File: src/rtl/equal_prec_counter_if.sv
// Result handshake bundle between the equal-precision counter and the
// frequency-compute stage: valid/ready plus the latched measurement.
interface equal_prec_counter_if #(
   parameter int CNT_W = 32
);
   logic             valid;
   logic             ready;
   logic [CNT_W-1:0] nb_out;
   logic [CNT_W-1:0] nx_out;
   logic             ovf;
   logic             busy;

   // Counter side drives the result, consumer side drives ready.
   modport master (
      output valid,
      output nb_out,
      output nx_out,
      output ovf,
      output busy,
      input  ready
   );

   modport slave (
      input  valid,
      input  nb_out,
      input  nx_out,
      input  ovf,
      input  busy,
      output ready
   );
endinterface

File: src/rtl/equal_prec_counter.sv
// Equal-precision counter for the digital frequency meter.
// While the real gate is open it counts reference-clock cycles (nb) and D_in
// rising edges (nx); on gate close both counts are latched and offered on a
// valid/ready handshake. Fx = Fclk * nx / nb. Counters saturate, never wrap.
module equal_prec_counter #(
   parameter int CNT_W = 32
) (
   input  logic                 clk,
   input  logic                 rst,
   input  logic                 i_d_in,
   input  logic                 i_realgate,
   equal_prec_counter_if.master res_if
);

   typedef enum logic [1:0] {
      ST_IDLE  = 2'd0,
      ST_COUNT = 2'd1,
      ST_HOLD  = 2'd2
   } state_t;

   localparam logic [CNT_W-1:0] CNT_ONE  = {{(CNT_W-1){1'b0}}, 1'b1};
   localparam logic [CNT_W-1:0] CNT_ZERO = {CNT_W{1'b0}};

   // Saturating increment: returns {saturated, value}; an all-ones input
   // with inc set stays all-ones and flags saturation.
   function automatic logic [CNT_W:0] sat_add(input logic [CNT_W-1:0] a,
                                              input logic             inc);
      logic [CNT_W:0] sum;
      sum = {1'b0, a} + {{CNT_W{1'b0}}, inc};
      if (sum[CNT_W]) begin
         sat_add = {1'b1, {CNT_W{1'b1}}};
      end else begin
         sat_add = sum;
      end
   endfunction

   // Synchronizer and edge-detect registers; both inputs get the same
   // 3-stage path so a gate edge and its D_in edge land in the same cycle.
   logic r_d_meta, r_d_sync, r_d_dly;
   logic r_g_meta, r_g_sync, r_g_dly;

   logic w_dx_pulse;
   logic w_g_rise;
   logic w_g_fall;

   state_t r_state;
   state_t w_state_nxt;

   logic [CNT_W-1:0] r_nb, r_nx, r_nb_out, r_nx_out;
   logic             r_ovf_int, r_ovf, r_valid, r_busy;

   logic [CNT_W-1:0] w_nb_nxt, w_nx_nxt, w_nb_out_nxt, w_nx_out_nxt;
   logic             w_ovf_int_nxt, w_ovf_nxt, w_valid_nxt, w_busy_nxt;

   logic [CNT_W:0]   w_nb_inc;
   logic [CNT_W:0]   w_nx_inc;

   assign w_dx_pulse = r_d_sync & ~r_d_dly;
   assign w_g_rise   = r_g_sync & ~r_g_dly;
   assign w_g_fall   = ~r_g_sync & r_g_dly;

   assign w_nb_inc = sat_add(r_nb, 1'b1);
   assign w_nx_inc = sat_add(r_nx, w_dx_pulse);

   // Bring D_in and the real gate into the clk domain and keep one delayed copy.
   always_ff @(posedge clk or posedge rst) begin
      if (rst) begin
         r_d_meta <= 1'b0;
         r_d_sync <= 1'b0;
         r_d_dly  <= 1'b0;
         r_g_meta <= 1'b0;
         r_g_sync <= 1'b0;
         r_g_dly  <= 1'b0;
      end else begin
         r_d_meta <= i_d_in;
         r_d_sync <= r_d_meta;
         r_d_dly  <= r_d_sync;
         r_g_meta <= i_realgate;
         r_g_sync <= r_g_meta;
         r_g_dly  <= r_g_sync;
      end
   end

   // State register.
   always_ff @(posedge clk or posedge rst) begin
      if (rst) begin
         r_state <= ST_IDLE;
      end else begin
         r_state <= w_state_nxt;
      end
   end

   // Next-state decision; gate rises seen while holding a result are dropped.
   always_comb begin
      w_state_nxt = r_state;
      case (r_state)
         ST_IDLE: begin
            if (w_g_rise) begin
               w_state_nxt = ST_COUNT;
            end else begin
               w_state_nxt = ST_IDLE;
            end
         end
         ST_COUNT: begin
            if (w_g_fall) begin
               w_state_nxt = ST_HOLD;
            end else begin
               w_state_nxt = ST_COUNT;
            end
         end
         ST_HOLD: begin
            if (res_if.ready) begin
               w_state_nxt = ST_IDLE;
            end else begin
               w_state_nxt = ST_HOLD;
            end
         end
         default: begin
            w_state_nxt = ST_IDLE;
         end
      endcase
   end

   // Counter and result next values for each state.
   always_comb begin
      w_nb_nxt      = r_nb;
      w_nx_nxt      = r_nx;
      w_ovf_int_nxt = r_ovf_int;
      w_nb_out_nxt  = r_nb_out;
      w_nx_out_nxt  = r_nx_out;
      w_ovf_nxt     = r_ovf;
      w_valid_nxt   = r_valid;
      case (r_state)
         ST_IDLE: begin
            if (w_g_rise) begin
               // The gate-open cycle is the first counted clock; the D_in
               // edge that opened the gate is not a whole period.
               w_nb_nxt      = CNT_ONE;
               w_nx_nxt      = CNT_ZERO;
               w_ovf_int_nxt = 1'b0;
            end else begin
               w_valid_nxt   = 1'b0;
            end
         end
         ST_COUNT: begin
            if (w_g_fall) begin
               // Closing edge completes the last period; nb is not bumped.
               w_nb_out_nxt = r_nb;
               w_nx_out_nxt = w_nx_inc[CNT_W-1:0];
               w_ovf_nxt    = r_ovf_int | w_nx_inc[CNT_W];
               w_valid_nxt  = 1'b1;
            end else if (r_g_sync) begin
               w_nb_nxt      = w_nb_inc[CNT_W-1:0];
               w_nx_nxt      = w_nx_inc[CNT_W-1:0];
               w_ovf_int_nxt = r_ovf_int | w_nb_inc[CNT_W] | w_nx_inc[CNT_W];
            end else begin
               w_valid_nxt   = 1'b0;
            end
         end
         ST_HOLD: begin
            if (res_if.ready) begin
               w_valid_nxt = 1'b0;
            end else begin
               w_valid_nxt = 1'b1;
            end
         end
         default: begin
            w_valid_nxt = 1'b0;
         end
      endcase
      w_busy_nxt = (w_state_nxt == ST_COUNT);
   end

   // Counters and registered result outputs.
   always_ff @(posedge clk or posedge rst) begin
      if (rst) begin
         r_nb      <= CNT_ZERO;
         r_nx      <= CNT_ZERO;
         r_ovf_int <= 1'b0;
         r_nb_out  <= CNT_ZERO;
         r_nx_out  <= CNT_ZERO;
         r_ovf     <= 1'b0;
         r_valid   <= 1'b0;
         r_busy    <= 1'b0;
      end else begin
         r_nb      <= w_nb_nxt;
         r_nx      <= w_nx_nxt;
         r_ovf_int <= w_ovf_int_nxt;
         r_nb_out  <= w_nb_out_nxt;
         r_nx_out  <= w_nx_out_nxt;
         r_ovf     <= w_ovf_nxt;
         r_valid   <= w_valid_nxt;
         r_busy    <= w_busy_nxt;
      end
   end

   assign res_if.valid  = r_valid;
   assign res_if.nb_out = r_nb_out;
   assign res_if.nx_out = r_nx_out;
   assign res_if.ovf    = r_ovf;
   assign res_if.busy   = r_busy;

endmodule
File: src/flat_wrapper.sv
// flat-port wrapper written by rule: the top's interface ports become plain ports
module equal_prec_counter_flat 
#(
   parameter int CNT_W = 32
)
  (clk, rst, i_d_in, i_realgate, res_if_valid, res_if_nb_out, res_if_nx_out, res_if_ovf, res_if_busy, res_if_ready);
  equal_prec_counter_if #(.CNT_W(CNT_W)) res_if_i ();
  input  logic clk;
  input  logic rst;
  input  logic i_d_in;
  input  logic i_realgate;
  output wire logic [$bits(res_if_i.valid)-1:0] res_if_valid;
  output wire logic [$bits(res_if_i.nb_out)-1:0] res_if_nb_out;
  output wire logic [$bits(res_if_i.nx_out)-1:0] res_if_nx_out;
  output wire logic [$bits(res_if_i.ovf)-1:0] res_if_ovf;
  output wire logic [$bits(res_if_i.busy)-1:0] res_if_busy;
  input wire logic [$bits(res_if_i.ready)-1:0] res_if_ready;
  assign res_if_valid = res_if_i.valid;
  assign res_if_nb_out = res_if_i.nb_out;
  assign res_if_nx_out = res_if_i.nx_out;
  assign res_if_ovf = res_if_i.ovf;
  assign res_if_busy = res_if_i.busy;
  assign res_if_i.ready = res_if_ready;
  equal_prec_counter #(.CNT_W(CNT_W)) u_core (.clk(clk), .rst(rst), .i_d_in(i_d_in), .i_realgate(i_realgate), .res_if(res_if_i));
endmodule
File: config.mk
export PLATFORM = sky130hd
export DESIGN_NAME = equal_prec_counter_flat
export DESIGN_NICKNAME = d
export VERILOG_FILES = /design/src/rtl/equal_prec_counter_if.sv /design/src/rtl/equal_prec_counter.sv /design/src/flat_wrapper.sv
export SDC_FILE = /design/constraint.sdc
export NUM_CORES = 1
export LEC_CHECK = 0
export ABC_AREA = 1
export CELL_PAD_IN_SITES_DETAIL_PLACEMENT = 0
export CELL_PAD_IN_SITES_GLOBAL_PLACEMENT = 1
export CORE_MARGIN = 4
export CORE_UTILIZATION = 45
export DETAILED_ROUTE_END_ITERATION = 6
export MAX_ROUTING_LAYER = met4
export PLACE_DENSITY = 0.93
export SETUP_SLACK_MARGIN = 0.3
export SLEW_MARGIN = 20
export SYNTH_ARGS = -nofsm -noshare
export SYNTH_HDL_FRONTEND = slang
export SYNTH_SLANG_ARGS = --single-unit
File: constraint.sdc
create_clock -name clk -period 12.4 [get_ports clk]
set_clock_uncertainty 0.1 [all_clocks]
set_input_delay 3.72 -clock clk [delete_from_list [all_inputs] [get_ports clk]]
set_output_delay 3.72 -clock clk [all_outputs]
set_load 0.005 [all_outputs]
==> impl_metrics.env <==
export IMPL_status="finished, final reports clean"
export IMPL_crit_arrival_ns=1.34
export IMPL_crit_slowest_cell="clkdlybuf4s50_1"
export IMPL_final_nets=1086
export IMPL_ys_seq_area_share_pct=47.8
export IMPL_netlist_instances=1009
export IMPL_hold_buffers=0
export IMPL_yosys_area_top_type_share_pct=47.8
export IMPL_post_place_ws_ns=6.75
export IMPL_cts_tree="done"
export IMPL_critPathMaxStageDelay_ns=0.52
export IMPL_h_tree_depth=4
export IMPL_cellLeakagePower_uw=0.00431
export IMPL_wl_per_cell_um=13.5
export IMPL_setup_viol=0
export IMPL_coreArea_sq_mm=0.0159
export IMPL_criticalPathCategory="reg2out"
export IMPL_max_freq_ghz=0.194
export IMPL_crit_start="u_core.res_if.nb_out[0]$_DFFE_PP0N_"
export IMPL_start_kind="flop"
export IMPL_path_delay_family="buffers and inverters"
export IMPL_drt_initial_drc_count=412
export IMPL_ys_seq_elements=140
export IMPL_hp_start="u_core.r_d_meta$_DFF_PP0_"
export IMPL_grt_pass1_vias=6125
export IMPL_p_per_area_mw_per_mm2=130
export IMPL_first_pass_iters=5
export IMPL_synth_warnings=0
export IMPL_slew_violations=0
export IMPL_yosys_area_top_type="dfrtp_1"
export IMPL_antenna_found_initial=0
export IMPL_grt_total_usage_pct=21.2
export IMPL_period_share_pct=41.6
export IMPL_synthMuxAreaShare_pct=0
export IMPL_drv_cap=0
export IMPL_syn_area_per_cell_sq_um=7.26
export IMPL_final_layout_size_suffix_gt1_share_pct=6.07
export IMPL_min_period_ns=5.16
export IMPL_synth_compound_area_share_pct=4.46
export IMPL_dieArea_sq_mm=0.0184
export IMPL_ys_top_cells_by_area="dfrtp_1 (48%), nand2_1 (25%), nor2_1 (4.4%)"
export IMPL_max_slew_worst_pin_slew_ns=0.895
export IMPL_cp_end_kind="primary output"
export IMPL_clkLatencyLatePin_ns=0.42
export IMPL_cts_setup_buffers=0
export IMPL_synthAdderAreaFrac_pct=1.20
export IMPL_crit_buf_inv=1
export IMPL_io_buffers=71
export IMPL_synth_top_family_by_area="simple AND/OR/NAND/NOR gates"
export IMPL_io_pins=72
export IMPL_syn2layout_area_growth_pct=19.6
export IMPL_hpwlAfterDp_um=12000
export IMPL_cp_max_fo=2
export IMPL_grt_pass1_wl_um=30200
export IMPL_cts_buffers=17
export IMPL_clockBufferDepth=2
export IMPL_synth_area_sq_mm=0.00732
export IMPL_clock_root_buffer="clkbuf_16"
export IMPL_vias=6357
export IMPL_place_congestion=0.871
export IMPL_crit_required_ns=8.58
export IMPL_finalHoldViolations=0
export IMPL_start_util_pct=45.9
export IMPL_fp_dieH_um=136
export IMPL_drc=0
export IMPL_min_path_type="reg2reg"
export IMPL_setup_slack_ns=7.24
export IMPL_ir_worst_vdd_mv=0.0876
export IMPL_grt_max_degree=90
export IMPL_slew_headroom_pct=40.2
export IMPL_drt_total_wl_um=17600
export IMPL_reg2reg_from="u_core.r_state[1]$_DFF_PP0_"
export IMPL_rows=46
export IMPL_synth_xor_area_share_pct=1.91
export IMPL_ys_types=31
export IMPL_cts_sinks=140
export IMPL_via_per_inst=4.88
export IMPL_fin_tns_setup_ns=0
export IMPL_rsz0062_at_grt="false"
export IMPL_yosys_area_share_simple_pct=38.3
export IMPL_path_cells="clkdlybuf4s50_1"
export IMPL_overflow=0
export IMPL_clk_pin_slew_ns=0.06
export IMPL_die_w_um=136
export IMPL_syn_num_nets=1021
export IMPL_ant_nets=0
export IMPL_diodes=0
export IMPL_cts_repair_resized=0
[report_power, final]
part | switching [uW] | internal, uW
registers | 13.7 | 477
clock network | 185 | 310
logic | 106 | 45.6
[layer usage]
layer  GRT usage (%)  routed length, um  share of wire [%]  vias up
li1                -                  -                  -     3257
met1            27.2               8220                 47     2966
met2            34.6               8490                 48      113
met3            4.16                639                3.6       21
met4            5.99                231                1.3        0
met5               -                  0                  0        -
[registers in the layout, indices dropped and copies added (netlist names)]
register,count
u_core.r_d_sync,1
u_core.r_ovf_int,1
u_core.r_nb,32
u_core.r_d_meta,1
u_core.r_d_dly,1
u_core.res_if.nb_out,32
u_core.r_state,2
u_core.r_g_dly,1
u_core.res_if.ovf,1
u_core.res_if.nx_out,32
u_core.res_if.busy,1
u_core.r_g_meta,1
u_core.res_if.valid,1
u_core.r_g_sync,1
u_core.r_nx,32
[through the flow]
step / hold slack (ns) / total power [uW] / utilization (%) / std cells / area (sq um)
floorplan: 0.231 / 598 / - / 1009 / 7320
global placement: 0.232 / 650 / 51.3 / 1271 / 8180
detailed placement: 0.236 / 654 / 51.3 / 1271 / 8180
CTS: 0.251 / 1150 / 54.9 / 1303 / 8750
global route: 0.258 / 1190 / 54.9 / 1303 / 8750
finish: 0.250 / 1140 / 54.9 / 1303 / 8750
[layout make-up]
cell class | instances | area (sq um)
tap | 216 | 270
clock inverter | 8 | 90.1
clock buffer | 24 | 482
inverter | 79 | 302
timing repair buffer | 75 | 741
fill | 1565 | 7190
sequential | 140 | 3500
multi-input combinational | 761 | 3370
[worst reg2reg max path: cells and delay by family (launching register included)]
kind | cells | cell delay, ns
adder cells (fa/ha/maj) | 1 | 0.23
AND/OR/NAND/NOR | 3 | 0.43
AO/OA/AOI/OAI | 2 | 0.77
flip-flops | 1 | 0.40
buffers and inverters | 3 | 1.01
[cell families after synthesis]
kind of cell / Yosys count
AOI/OAI and AO/OA: 62
xor gates and xnor gates: 16
adders and majority gates: 7
buffers and inverters: 108
DFF: 140
and+or+nand+nor: 676
[Yosys cell counts (all sizes together)]
cell,number
nand2,502
dfrtp,140
nor2,92
inv,78
nand3,66
o21ai,57
clkbuf,15
buf,14
xor2,12
ha,7
nor3,6
nand3b,4
xnor2,4
and2,3
a21oi,2
nand4,2
a22oi,1
clkinv,1
o21a,1
o31ai,1
or2,1
[path summary, 6_finish.rpt]
check	end	slack, ns	depth (start not counted)
max	res_if_nb_out[0]	7.24	1
min	u_core.r_d_sync$_DFF_PP0_	0.25	0
max reg2reg	u_core.r_nb[4]$_DFFE_PP0P_	9.40	9
min reg2reg	u_core.r_d_sync$_DFF_PP0_	0.25	0
max in group asynchronous	u_core.r_nb[22]$_DFFE_PP0P_	7.31	3
min in group asynchronous	u_core.r_nx[4]$_DFFE_PP0P_	3.75	2
[cells in the final DEF (no fill, tap or decap), types with 3 or more instances in the layout]
| master | netlist | layout |
|---|---|---|
| clkbuf_1 | 15 | 4 |
| nand3_2 | 13 | 14 |
| nand2_2 | 3 | 3 |
| o21ai_0 | 56 | 56 |
| nor2_2 | 3 | 3 |
| nand3_1 | 51 | 50 |
| clkdlybuf4s50_1 | 0 | 71 |
| nand2_1 | 497 | 497 |
| and2_1 | 3 | 3 |
| clkinv_2 | 0 | 6 |
| clkbuf_8 | 0 | 3 |
| nand3b_1 | 4 | 4 |
| inv_1 | 77 | 75 |
| buf_4 | 1 | 4 |
| nor2_4 | 4 | 4 |
| xor2_1 | 12 | 12 |
| nor2_1 | 85 | 85 |
| clkbuf_16 | 0 | 17 |
| xnor2_1 | 4 | 4 |
| ha_1 | 7 | 7 |
| dfrtp_1 | 140 | 140 |
| nor3_1 | 6 | 6 |
Note: power is estimated with default switching activity, not from simulation.
